### src/rtl/midi_pkg.sv
// Shared types and helpers for the MIDI channel-voice parser: byte classes,
// status nibbles, event codes, FSM states and the message-length lookup.
package midi_pkg;

    localparam logic [3:0] NIB_NOTE_OFF = 4'h8;
    localparam logic [3:0] NIB_NOTE_ON  = 4'h9;
    localparam logic [3:0] NIB_POLY_AT  = 4'hA;
    localparam logic [3:0] NIB_CTRL     = 4'hB;
    localparam logic [3:0] NIB_PROG     = 4'hC;
    localparam logic [3:0] NIB_CHAN_AT  = 4'hD;
    localparam logic [3:0] NIB_PBEND    = 4'hE;

    typedef enum logic [1:0] {
        EVT_NOTE_OFF = 2'd0,
        EVT_NOTE_ON  = 2'd1,
        EVT_CC       = 2'd2,
        EVT_PBEND    = 2'd3
    } evt_type_t;

    typedef enum logic [1:0] {
        ST_IDLE    = 2'd0,
        ST_WAIT_D1 = 2'd1,
        ST_WAIT_D2 = 2'd2,
        ST_DISCARD = 2'd3
    } state_t;

    typedef enum logic [2:0] {
        BC_DATA,
        BC_CHAN,
        BC_SYSEX_START,
        BC_SYSEX_END,
        BC_SYS_COMMON,
        BC_REALTIME
    } byte_class_t;

    function automatic byte_class_t classify(input logic [7:0] b);
        byte_class_t c;
        if (!b[7])             c = BC_DATA;
        else if (b < 8'hF0)    c = BC_CHAN;
        else if (b == 8'hF0)   c = BC_SYSEX_START;
        else if (b == 8'hF7)   c = BC_SYSEX_END;
        else if (b >= 8'hF8)   c = BC_REALTIME;
        else                   c = BC_SYS_COMMON;
        return c;
    endfunction

    // Program Change and Channel Pressure carry one data byte; the rest carry two.
    function automatic logic [1:0] msg_len(input logic [3:0] nib);
        return (nib == NIB_PROG || nib == NIB_CHAN_AT) ? 2'd1 : 2'd2;
    endfunction

endpackage

### src/rtl/midi_msg_parser.sv
// Assembles MIDI channel-voice messages from a received byte stream with
// running status, emitting one-cycle Note/CC/Pitch-Bend event pulses.
module midi_msg_parser
    import midi_pkg::*;
#(
    parameter bit         OMNI    = 1'b1,
    parameter logic [3:0] CHANNEL = 4'd0
) (
    input  logic       clk_i,
    input  logic       rst_i,
    input  logic       byte_valid_i,
    input  logic [7:0] byte_i,
    output logic       evt_valid_o,
    output logic [1:0] evt_type_o,
    output logic [3:0] evt_chan_o,
    output logic [6:0] evt_data1_o,
    output logic [6:0] evt_data2_o,
    output logic       running_o
);

    state_t      r_state, w_state_nxt;
    logic [7:0]  r_status, w_status_nxt;
    logic [6:0]  r_d1, w_d1_nxt;
    logic        r_running, w_running_nxt;

    logic        w_complete;
    logic [6:0]  w_msg_d1, w_msg_d2;
    byte_class_t w_class;

    logic        w_emit;
    evt_type_t   w_emit_type;
    logic        w_chan_ok;

    logic        r_evt_valid;
    evt_type_t   r_evt_type;
    logic [3:0]  r_evt_chan;
    logic [6:0]  r_evt_d1, r_evt_d2;

    assign w_class = classify(byte_i);

    // NOTE: every signal gets its default first so no path leaves it unassigned (no latches).
    always_comb begin
        w_state_nxt   = r_state;
        w_status_nxt  = r_status;
        w_d1_nxt      = r_d1;
        w_running_nxt = r_running;
        w_complete    = 1'b0;
        w_msg_d1      = 7'd0;
        w_msg_d2      = 7'd0;
        if (byte_valid_i) begin
            case (w_class)
                BC_CHAN: begin
                    w_status_nxt  = byte_i;
                    w_running_nxt = 1'b1;
                    w_state_nxt   = ST_WAIT_D1;
                end
                BC_SYSEX_START, BC_SYS_COMMON: begin
                    w_running_nxt = 1'b0;
                    w_state_nxt   = ST_DISCARD;
                end
                BC_SYSEX_END: begin
                    w_running_nxt = 1'b0;
                    w_state_nxt   = ST_IDLE;
                end
                BC_DATA: begin
                    case (r_state)
                        ST_WAIT_D1: begin
                            if (msg_len(r_status[7:4]) == 2'd2) begin
                                w_d1_nxt    = byte_i[6:0];
                                w_state_nxt = ST_WAIT_D2;
                            end else begin
                                w_complete = 1'b1;
                                w_msg_d1   = byte_i[6:0];
                            end
                        end
                        ST_WAIT_D2: begin
                            w_complete  = 1'b1;
                            w_msg_d1    = r_d1;
                            w_msg_d2    = byte_i[6:0];
                            w_state_nxt = ST_WAIT_D1;
                        end
                        default: ;
                    endcase
                end
                default: ;
            endcase
        end
    end

    assign w_chan_ok = OMNI || (r_status[3:0] == CHANNEL);

    always_comb begin
        w_emit      = 1'b0;
        w_emit_type = EVT_NOTE_OFF;
        case (r_status[7:4])
            NIB_NOTE_OFF: begin w_emit = 1'b1; w_emit_type = EVT_NOTE_OFF; end
            NIB_NOTE_ON: begin
                w_emit      = 1'b1;
                w_emit_type = (w_msg_d2 == 7'd0) ? EVT_NOTE_OFF : EVT_NOTE_ON;
            end
            NIB_CTRL:     begin w_emit = 1'b1; w_emit_type = EVT_CC;    end
            NIB_PBEND:    begin w_emit = 1'b1; w_emit_type = EVT_PBEND; end
            default: ;
        endcase
        w_emit = w_emit && w_complete && w_chan_ok;
    end

    // NOTE: sequential state uses non-blocking assignments so every register samples pre-edge values.
    always_ff @(posedge clk_i) begin
        if (rst_i) begin
            r_state     <= ST_IDLE;
            r_status    <= 8'd0;
            r_d1        <= 7'd0;
            r_running   <= 1'b0;
            r_evt_valid <= 1'b0;
            r_evt_type  <= EVT_NOTE_OFF;
            r_evt_chan  <= 4'd0;
            r_evt_d1    <= 7'd0;
            r_evt_d2    <= 7'd0;
        end else begin
            r_state     <= w_state_nxt;
            r_status    <= w_status_nxt;
            r_d1        <= w_d1_nxt;
            r_running   <= w_running_nxt;
            r_evt_valid <= w_emit;
            if (w_emit) begin
                r_evt_type <= w_emit_type;
                r_evt_chan <= r_status[3:0];
                r_evt_d1   <= w_msg_d1;
                r_evt_d2   <= w_msg_d2;
            end
        end
    end

    assign evt_valid_o = r_evt_valid;
    assign evt_type_o  = r_evt_type;
    assign evt_chan_o  = r_evt_chan;
    assign evt_data1_o = r_evt_d1;
    assign evt_data2_o = r_evt_d2;
    assign running_o   = r_running;

endmodule

### config.mk
export PLATFORM = sky130hd
export DESIGN_NAME = midi_msg_parser
export DESIGN_NICKNAME = d
export VERILOG_FILES = /design/src/rtl/midi_pkg.sv /design/src/rtl/midi_msg_parser.sv
export SDC_FILE = /design/constraint.sdc
export NUM_CORES = 1
export LEC_CHECK = 0
export CAP_MARGIN = 20
export CORE_ASPECT_RATIO = 1.5
export CORE_UTILIZATION = 57
export CTS_BUF_LIST = sky130_fd_sc_hd__clkbuf_4 sky130_fd_sc_hd__clkbuf_8
export CTS_CLUSTER_DIAMETER = 200
export DETAILED_ROUTE_END_ITERATION = 10
export GPL_TIMING_DRIVEN = 0
export PLACE_DENSITY_LB_ADDON = 0.05
export SLEW_MARGIN = 0
export SYNTH_ARGS = -nofsm -noshare
export SYNTH_HDL_FRONTEND = slang
export SYNTH_SLANG_ARGS = --single-unit
### constraint.sdc
create_clock -name clk_i -period 4.09 [get_ports clk_i]
set_input_delay 0.818 -clock clk_i [delete_from_list [all_inputs] [get_ports clk_i]]
set_output_delay 0.818 -clock clk_i [all_outputs]
set_load 0.05 [all_outputs]
# Word-level counts from Yosys, hierarchy flattened
# Cells that the tools add are included.
# Widths: inputs -> output; s select.
[totals]
wordCells = 65
register_bits = 39
input_bits = 11
out_inout_bits = 22
[op_classes]
n_mux = 24
n_reduce_logical = 13
eq_ne = 17
order_cmp = 2
[ops]
columns = ["op", "count"]
rows = [
  ["$mux 7", 6],
  ["$eq 4x4->1 const B", 6],
  ["$eq 8x8->1 const B", 2],
  ["$pmux 7 s2", 1],
  ["$mux 3", 4],
  ["$ge 8x8->1 const B", 1],
  ["$lt 8x8->1 const B", 1],
  ["$pmux 2 s4", 1],
  ["$reduce_and 4->1", 2],
  ["$logic_not 7->1", 1],
  ["$eq 3x2->1 const B", 2],
  ["$mux 1", 6],
  ["$pmux 2 s3", 1],
  ["$eq 2x2->1 const B", 2],
  ["$mux 2", 2],
  ["$pmux 1 s2", 2],
  ["$pmux 2 s2", 1],
  ["$reduce_and 2->1", 2],
  ["$reduce_bool 4->1", 1],
  ["$reduce_or 4->1", 1],
  ["$eq 3x1->1 const B", 1],
  ["$eq 3x3->1 const B", 1],
  ["$logic_not 3->1", 1],
  ["$ne 3x2->1 const B", 1],
  ["other kinds (7)", 7],
]

# Logic depth before layout (Yosys ltp)
# Gate-level depths: netlist (run 1).
[logic_depth]
depth_word = 12
ltp_mapped = 7
depth_no_buf = 6

# Least setup slack after synthesis (run 1)
# Ideal clock, no wire load.
[synth_timing]
path_kind = "input-to-reg"
from = "input port rst_i"
to = "register r_d1[0]"
path_slack_ps = 2271
required_time_ps = 3962
path_buffers = 3
cell_stages = 4
arrival_ps = 1692
setup_time_ps = 128
path_cell_list = "clkbuf_1 > clkbuf_1 > clkbuf_1 > nor2_1"
[synth_lines]
columns = ["element", "line_no", "source"]
rows = [
  ["start: declaration", "midi_msg_parser.sv:10", "input logic rst_i,"],
  ["end signal: assignment", "midi_msg_parser.sv:123", "r_d1 <= w_d1_nxt;"],
  ["end: declaration", "midi_msg_parser.sv:23", "logic [6:0] r_d1, w_d1_nxt;"],
]
# No word-level cell between the ends.

# Final worst setup path (run 1)
[layout_timing]
from = "register r_evt_chan[2] (netlist: evt_chan_o[2])"
to = "output port evt_chan_o[2]"
[layout_lines]
columns = ["element", "line_no", "source"]
rows = [
  ["start: declaration", "midi_msg_parser.sv:36", "logic [3:0] r_evt_chan;"],
  ["start signal: assignment", "midi_msg_parser.sv:128", "r_evt_chan <= r_status[3:0];"],
  ["end: declaration", "midi_msg_parser.sv:15", "output logic [3:0] evt_chan_o,"],
]
# No word-level cell between the ends.

==> metrics, run 1 <==
sequential share of power 0.508; Slew headroom 0.659; Worst-path clk slew 80 ps; Post-CTS Hold Buffers 0; Max-cap violations 0; CTS tree built; Avg WL per Cell 16.2 um; initial DRC count 47; # IOs 33; Seq cells post-synth 39; sequential fraction of the synthesis area 0.458; slack of the critical path ~1800 ps; CP startpoint kind flop; row count 23; Clk pwr share 0.368; Cell Area, Synth approximately 0.0017 sq mm; switching power 203 uW; worst path cell trace clkdlybuf4s50_1; Fmax achieved around 440 MHz; die span in y 69.0 um; Nets 236; Routed WL approximately 4200 um; WS Path Type flop to output pin; vias in the first global route about 1.5k; n_diodes 0; CP max FO 2; Max Transition Viols Final 0; first-pass GRT wire length 6750 um; worst skew pair latency 300 ps; All-Layer GR Usage 0.296; Initial Util 0.617; HPWL after DPL 3050 um; Total Neg Setup Slack 0 ps; Mapped Nets roughly 200; final number of setup-violating endpoints 0; P&R area growth vs syn 24.7%; initial antenna violation count 0; global route total overflow 0; largest net degree at the start of global routing 13; Core Util, Final 0.769; cell family with most CP delay buffers and inverters; TritonCTS Sinks 39; total power 782 uW; die area roughly 0.0032 sq mm; clk_skew 6.64 ps; Post-Synthesis Cells 189; vias per cell 6.01; core area 0.00276 sq mm; die width 46.6 um; Synth Area per Inst 9.02 sq um; H-Tree Depth 2; Root Driver clkbuf_8; combinational share of power 0.124; share of post-route cells with drive strength above 1 0.0893; switching share of power 0.260; Synth cell types 43; Final period util 0.556; Internal slightly below 600 uW; Max Buffers Root-to-Sink 2; warnings from Yosys 0; ys async rst share 0; pwr/cell area 368 mW/mm^2; Post-Place Worst Slack 1550 ps; Buf/Inv on CP 1; Main synth FF type dfxtp_1; PortBufs 27; Crit. End Element output pin; router iterations before antenna repair 4; actual slew at the worst max-slew pin 509 ps; routed via count 1,569; RD Place Congestion 0.870; number of synthesized flops with an enable pin 0; Final Hold Fails 0; peak supply drop roughly 350 uV; DRC 0; LEAKAGE 0.000744 uW; Crit path arrival time 1460 ps; Hold Crit Class flop to flop; CTS Buf Count 5; fin crit period 2270 ps; unrepaired setup endpoints after global routing false; post-CTS setup buffer count 0; CTS resizes 0; Req. time, crit path 3270 ps; status completed; crit-path max cell delay 810 ps; antenna viol nets, final 0; slowest CP cell clkdlybuf4s50_1
-- through the flow --
stage / cell area, sq um / std cells / hold WS (ps)
after floorplan: 1700 / 189 / 443
after CTS: 2120 / 261 / 462
after global routing: 2120 / 261 / 481
after detailed placement: 2020 / 253 / 445
final: 2120 / 261 / 458
after global placement: 2020 / 253 / 436
-- cells in the mapped netlist (2+ instances only) --
master	count	area [sq um]
nand3_1	5	25.0
o2bb2ai_1	7	61.3
buf_1	2	7.51
mux2i_1	12	120
nor4_1	2	12.5
inv_1	5	18.8
nand4_1	8	50.1
clkbuf_1	10	37.5
ha_1	2	25.0
dfxtp_1	39	781
o21ai_0	12	60.1
and4b_1	2	20.0
buf_2	5	25.0
nor2_1	20	75.1
nor3_1	6	30.0
a21oi_1	15	75.1
a22oi_1	7	52.6
a211oi_1	2	15.0
nand2_1	4	15.0
-- sequential cells by signal, indices dropped and copies added, names as in the netlist, 2 cells and up --
signal	cells
r_status	8
evt_data1_o	7
evt_data2_o	7
r_d1	7
evt_chan_o	4
evt_type_o	2
r_state	2
-- per-layer routing --
metal	share of wire	up-vias	track usage	wire length (um)
li1	-	753	-	-
met2	0.53	56	0.500	2260
met1	0.39	749	0.323	1640
met5	0	-	0	0
met4	0.021	0	0.182	91
met3	0.057	11	0.0703	240
-- cells in the final DEF, fill, tap and decap left out, types with 2 or more instances in the layout --
cell              n
nor2_1           20
a21oi_1          15
a211oi_1          2
ha_1              2
buf_1             2
clkbuf_8          7
mux2i_1          12
nand2_1           4
nand3_1           5
inv_1             5
dfxtp_1          39
clkdlybuf4s50_1  27
clkbuf_1         10
a22oi_1           7
nor3_1            6
o2bb2ai_1         7
buf_2             5
nand4_1           8
o21ai_0          12
and4b_1           2
nor4_1            2
-- power groups by stage --
stage / Combinational, uW / Clock (uW) / Sequential, uW
4_1_cts: 95.5 / 293 / 397
5_1_grt: 106 / 304 / 399
6_report: 96.9 / 288 / 397
3_5_place_dp: 95.2 / 0 / 406
3_3_place_gp: 90.0 / 0 / 405
2_1_floorplan: 64.7 / 0 / 406
-- worst paths after layout --
check / to / startpoint / cells past startpoint / slack, ps
worst min register to register: evt_type_o[1] / evt_type_o[1] / 1 / 460
worst max register to register: evt_data2_o[0] / r_state[0] / 6 / 2180
worst min-delay path: evt_type_o[1] / evt_type_o[1] / 1 / 460
worst max-delay path: evt_chan_o[2] / evt_chan_o[2] / 1 / 1820
-- area by class of cell --
| cell class | instances | area, sq um |
|---|---|---|
| clock buffer | 7 | 96.3 |
| sequential | 39 | 781 |
| timing repair buffer | 27 | 270 |
| clock inverter | 1 | 7.51 |
| inverter | 5 | 18.8 |
| buffer | 18 | 75.1 |
| multi-input combinational | 127 | 830 |
| fill | 223 | 638 |
| tap | 37 | 46.3 |
-- kinds of logic after synthesis --
| family | share of synthesized area |
|---|---|
| AND/OR/NAND/NOR | 0.198 |
| flip-flops | 0.458 |
| AO/OA/AOI/OAI | 0.192 |
| multiplexers | 0.0771 |
| adder cells (fa/ha/maj) | 0.0147 |
| XOR/XNOR | 0.00514 |
| buffers and inverters | 0.0551 |
Power figures use the tool's default switching activity.
==> run 2, diff against run 1 <==
Settings changed: CORE_UTILIZATION 57 to 48.
Clock period 4.09 ns to 1.9 ns, I/O delays scaled along.
==> metrics, run 2 (synthesized netlist as in run 1, its figures left out) <==
area occupied by multi-input gates 840 sq um (+1.2%); global route total overflow 0 (unchanged); max reg flops 8 (unchanged); Buf/Inv on CP 1 (unchanged); TritonCTS Sinks 39 (unchanged); All-Layer GR Usage 0.249 (-0.0470); hold_ws 462 ps (+4.38 ps); Final period util 0.959; # IOs 33 (unchanged); hold path endpoint evt_type_o[1]; R2R Path End evt_data1_o[6]; HPWL after DPL 3070 um (+0.74%); most common cell after layout, fill and taps aside dfxtp_1; router iterations before antenna repair 4 (unchanged); peak supply drop 595 uV (+70%); initial antenna violation count 0 (unchanged); reg2reg start r_state[0]; initial DRC count 47 (unchanged); Root Driver clkbuf_8; cell family with most CP delay buffers and inverters; Max Transition Viols Final 0 (unchanged); vias per cell 5.76 (-4.2%); die span in y 75.0 um (+8.7%); Worst-path clk slew 80 ps (about the same); Req. time, crit path 1520 ps (-1750 ps); unrepaired setup endpoints after global routing false; P&R area growth vs syn 24.6% (about the same); fin crit period 1820 ps; n_diodes 0 (unchanged); share of post-route cells with drive strength above 1 0.103 (+0.0134); LEAKAGE 0.000750 uW (+0.91%); Nets 236 (unchanged); clk_skew 8.41 ps (+1.77 ps); status completed; core area 0.00338 sq mm (+22%); Initial Util 0.504 (-0.113); WS Path Type flop to output pin; H-Tree Depth 2 (unchanged); Routed WL 4320 um (+2.1%); CTS Buf Count 5 (unchanged); first-pass GRT wire length 6930 um (+2.8%); post-CTS setup buffer count 0 (unchanged); register area 781 sq um (unchanged); Reg with most FFs r_status; final number of setup-violating endpoints 0 (unchanged); Slew headroom 0.657 (-0.00257); CP max FO 2 (unchanged); slack of the critical path 77.9 ps (-1740 ps); die area 0.00380 sq mm (+18%); Crit path arrival time 1440 ps (-20 ps); fill cell count 315 (+41%); vias in the first global route 1,463 (-2.5%); crit-path max cell delay 810 ps (about the same); actual slew at the worst max-slew pin 513 ps (+3.85 ps); Post-CTS Hold Buffers 0 (unchanged); DRC 0 (unchanged); die width 50.7 um (+8.6%); routed via count 1,532 (-2.4%); Hold Crit Class flop to flop; Crit. End Element output pin; slowest CP cell clkdlybuf4s50_1; final non-filler cell total 266 (+1.9%); row count 26 (+13%); Core Util, Final 0.628 (-0.141); most frequent cells in the layout 39 x dfxtp_1, 27 x clkdlybuf4s50_1, 20 x nor2_1; total power 1600 uW (+100%); worst skew pair latency 290 ps (about the same); worst path cell trace clkdlybuf4s50_1; Fmax achieved roughly 550 MHz; RD Place Congestion 0.878 (+0.92%); pwr/cell area 755 mW/mm^2 (+100%); CTS tree built; PortBufs 27 (unchanged); Max Buffers Root-to-Sink 2 (unchanged); largest net degree at the start of global routing 13 (unchanged); CP startpoint kind flop; Avg WL per Cell 16.2 um (+0.14%); Hold Path Depth 1 (unchanged); Final Hold Fails 0 (unchanged); R2R depth 6 (unchanged); Post-Place Worst Slack -200 ps (-1750 ps); R2R setup slack 120 ps (-2060 ps); Hold Crit Start evt_type_o[1]; antenna viol nets, final 0 (unchanged); Post-Place Cells 258 (+2.0%); Max-cap violations 0 (unchanged)
## run 2: changes by cell type in the layout (fill, tap and decap cells not counted), sizes merged
cell and delta:
clkbuf -1, clkinvlp -1, buf -1, clkinv +3
## run 2: per-stage QoR
stage / setup TNS, ps / cell area, sq um
global route: 0 / 2120
floorplan: 0 / 1700
global placement: -1990 / 2030
finish: 0 / 2120
detailed placement: -2290 / 2030
CTS: 0 / 2110
## run 2: area by class of cell
cell class,instances,share of cell area
Clock buffer,5,0.0324
Sequential cell,39,0.368
Tap cell,42,0.0247
Timing Repair Buffer,27,0.127
Multi-Input combinational cell,127,0.395
Inverter,5,0.00884
Buffer,18,0.0365
Clock inverter,3,0.00707
## run 2: per-layer routing
layer  global-route usage  part of all wire  vias up
met5                    0                 0        -
met4                0.139             0.017        0
met3               0.0525             0.050        7
met2                0.425              0.52       38
met1                0.290              0.42      739
li1                     -                 -      748
## run 2: repair_timing
item / 4_1_cts / 5_1_grt
setup endpoints to repair: 0 / 14
gates resized for setup: 0 / 6
hold endpoints to repair: 0 / 0
## run 2: worst max path at each step
| stage | from | endpoint | slack, ps | cells past startpoint |
|---|---|---|---|---|
| 5_1_grt | r_state[0] | evt_data1_o[5] | 20 | 6 |
| 4_1_cts | evt_data2_o[1] | evt_data2_o[1] | 70 | 1 |
| 3_3_place_gp | byte_i[5] | r_status[3] | -180 | 5 |
| 2_1_floorplan | r_state[0] | evt_data2_o[3] | 300 | 6 |
| 6_report | evt_data2_o[1] | evt_data2_o[1] | 80 | 1 |
| 3_5_place_dp | byte_i[5] | r_status[3] | -200 | 5 |
## run 2: worst register-to-register path, cell delays in order, from the launching register on
cell and delay [ps]:
dfxtp_1 370, inv_1 50, ha_1 300, nand4bb_2 330
or3_1 340, buf_2 170, o2bb2ai_1 140
## run 2: power by group
part / leakage (uW) / switching [uW] / internal, uW
clock network: 0.0000477 / 285 / 251
registers: 0.000316 / 16.8 / 839
logic: 0.000387 / 131 / 80.0
==> run 3, diff against run 2 <==
Settings changed: CORE_MARGIN from default to 2, SKIP_CTS_REPAIR_TIMING from default to 1.
==> metrics, run 3 (synthesized netlist as in run 1, its figures left out) <==
actual slew at the worst max-slew pin 502 ps (-11.2 ps); n_diodes 0 (unchanged); initial antenna violation count 0 (unchanged); fill cell count 319 (+1.3%); PortBufs 27 (unchanged); global route total overflow 0 (unchanged); All-Layer GR Usage 0.226 (-0.0234); Root Driver clkbuf_8; die area 0.00405 sq mm (+6.7%); core area 0.00342 sq mm (+0.96%); Fmax achieved 543 MHz (-1.1%); most common cell after layout, fill and taps aside dfxtp_1; Final Hold Fails 0 (unchanged); row count 26 (unchanged); HPWL after DPL 3010 um (-1.8%); R2R depth 6 (unchanged); peak supply drop 638 uV (+7.1%); share of post-route cells with drive strength above 1 0.0982 (-0.00446); max reg flops 8 (unchanged); pwr/cell area 782 mW/mm^2 (+3.6%); WS Path Type input port to flop; CP startpoint kind input port; initial DRC count 40 (-15%); Slew headroom 0.664 (+0.00750); post-route cell area 0.00214 sq mm (+0.65%); Routed WL 4170 um (-3.5%); CTS Buf Count 5 (unchanged); clk_skew 8.49 ps (+0.0841 ps); Max Buffers Root-to-Sink 2 (unchanged); # IOs 33 (unchanged); first-pass GRT wire length 6840 um (-1.3%); LEAKAGE 0.000754 uW (+0.43%); Max-cap violations 0 (unchanged); Hold Crit Class flop to flop; fin crit period 1840 ps (+20.4 ps); unrepaired setup endpoints after global routing false; antenna viol nets, final 0 (unchanged); worst skew pair latency 280 ps (about the same); largest net degree at the start of global routing 12 (-1); most frequent cells in the layout 39 x dfxtp_1, 27 x clkdlybuf4s50_1, 20 x nor2_1; Req. time, crit path 2060 ps (+540 ps); routed via count 1,518 (-0.91%); Nets 236 (unchanged); Hold Path Depth 1 (unchanged); RD Place Congestion 0.909 (+3.5%); H-Tree Depth 2 (unchanged); Avg WL per Cell 15.7 um (-3.5%); Crit. End Element flop; die span in y 77.0 um (+2.7%); Crit path arrival time 2000 ps (+560 ps); vias in the first global route 1,450 (-0.89%); CTS tree built; CP max FO 9 (+7); Max Transition Viols Final 0 (unchanged); Initial Util 0.499 (-0.00480); TritonCTS Sinks 39 (unchanged); Reg with most FFs r_status; router iterations before antenna repair 4 (unchanged); Placed Area 0.00203 sq mm (unchanged); status completed; DRC 0 (unchanged); die width 52.7 um (+3.9%); P&R area growth vs syn 25.4%; Final period util 0.970 (+0.0108); hold_ws 464 ps (+1.34 ps); final number of setup-violating endpoints 0 (unchanged); Worst-path clk slew 70 ps (about the same); vias per cell 5.71 (-0.91%)
run 3: final cells by class:
type	count	area, sq um	share of cell area
Timing Repair Buffer	27	270	0.126
Clock buffer	8	104	0.0486
Inverter	5	18.8	0.00878
Multi-Input combinational cell	127	835	0.391
Buffer	18	76.3	0.0357
Tap cell	42	52.6	0.0246
Sequential cell	39	781	0.365
run 3: worst max-delay path, stage by stage:
cell and delay, ps:
clkdlybuf4s50_1 560, and4_1 340, nor2_2 420, mux2i_1 240, nor2_1 60
run 3: metrics by stage:
stage	cells	total power, uW	utilization	setup WS [ps]	TNS [ps]
detailed placement	258	1080	0.593	-179	-2060
CTS	266	1690	0.624	52.3	0
global route	266	1750	0.626	11.2	0
global placement	258	1070	0.593	-160	-1600
finish	266	1670	0.626	57.4	0
floorplan	189	1010	-	300	0
run 3: per-layer routing:
layer | wire length, um | track usage
met2 | 2180 | 0.373
met1 | 1750 | 0.272
met5 | 0 | 0
met4 | 108 | 0.100
met3 | 132 | 0.0506
run 3: worst paths after layout:
kind	to	from	slack [ps]
worst max-delay path	r_status[0]	byte_i[5]	60
worst min-delay path	evt_type_o[1]	evt_type_o[1]	460
worst max register to register	evt_data1_o[0]	r_state[0]	110
worst min register to register	evt_type_o[1]	evt_type_o[1]	460
run 3: power breakdown:
| part | total (uW) | switching (uW) | internal (uW) |
|---|---|---|---|
| logic | 208 | 129 | 79.1 |
| clock network | 608 | 263 | 345 |
| registers | 855 | 16.5 | 839 |
| total | 1670 | 408 | 1260 |
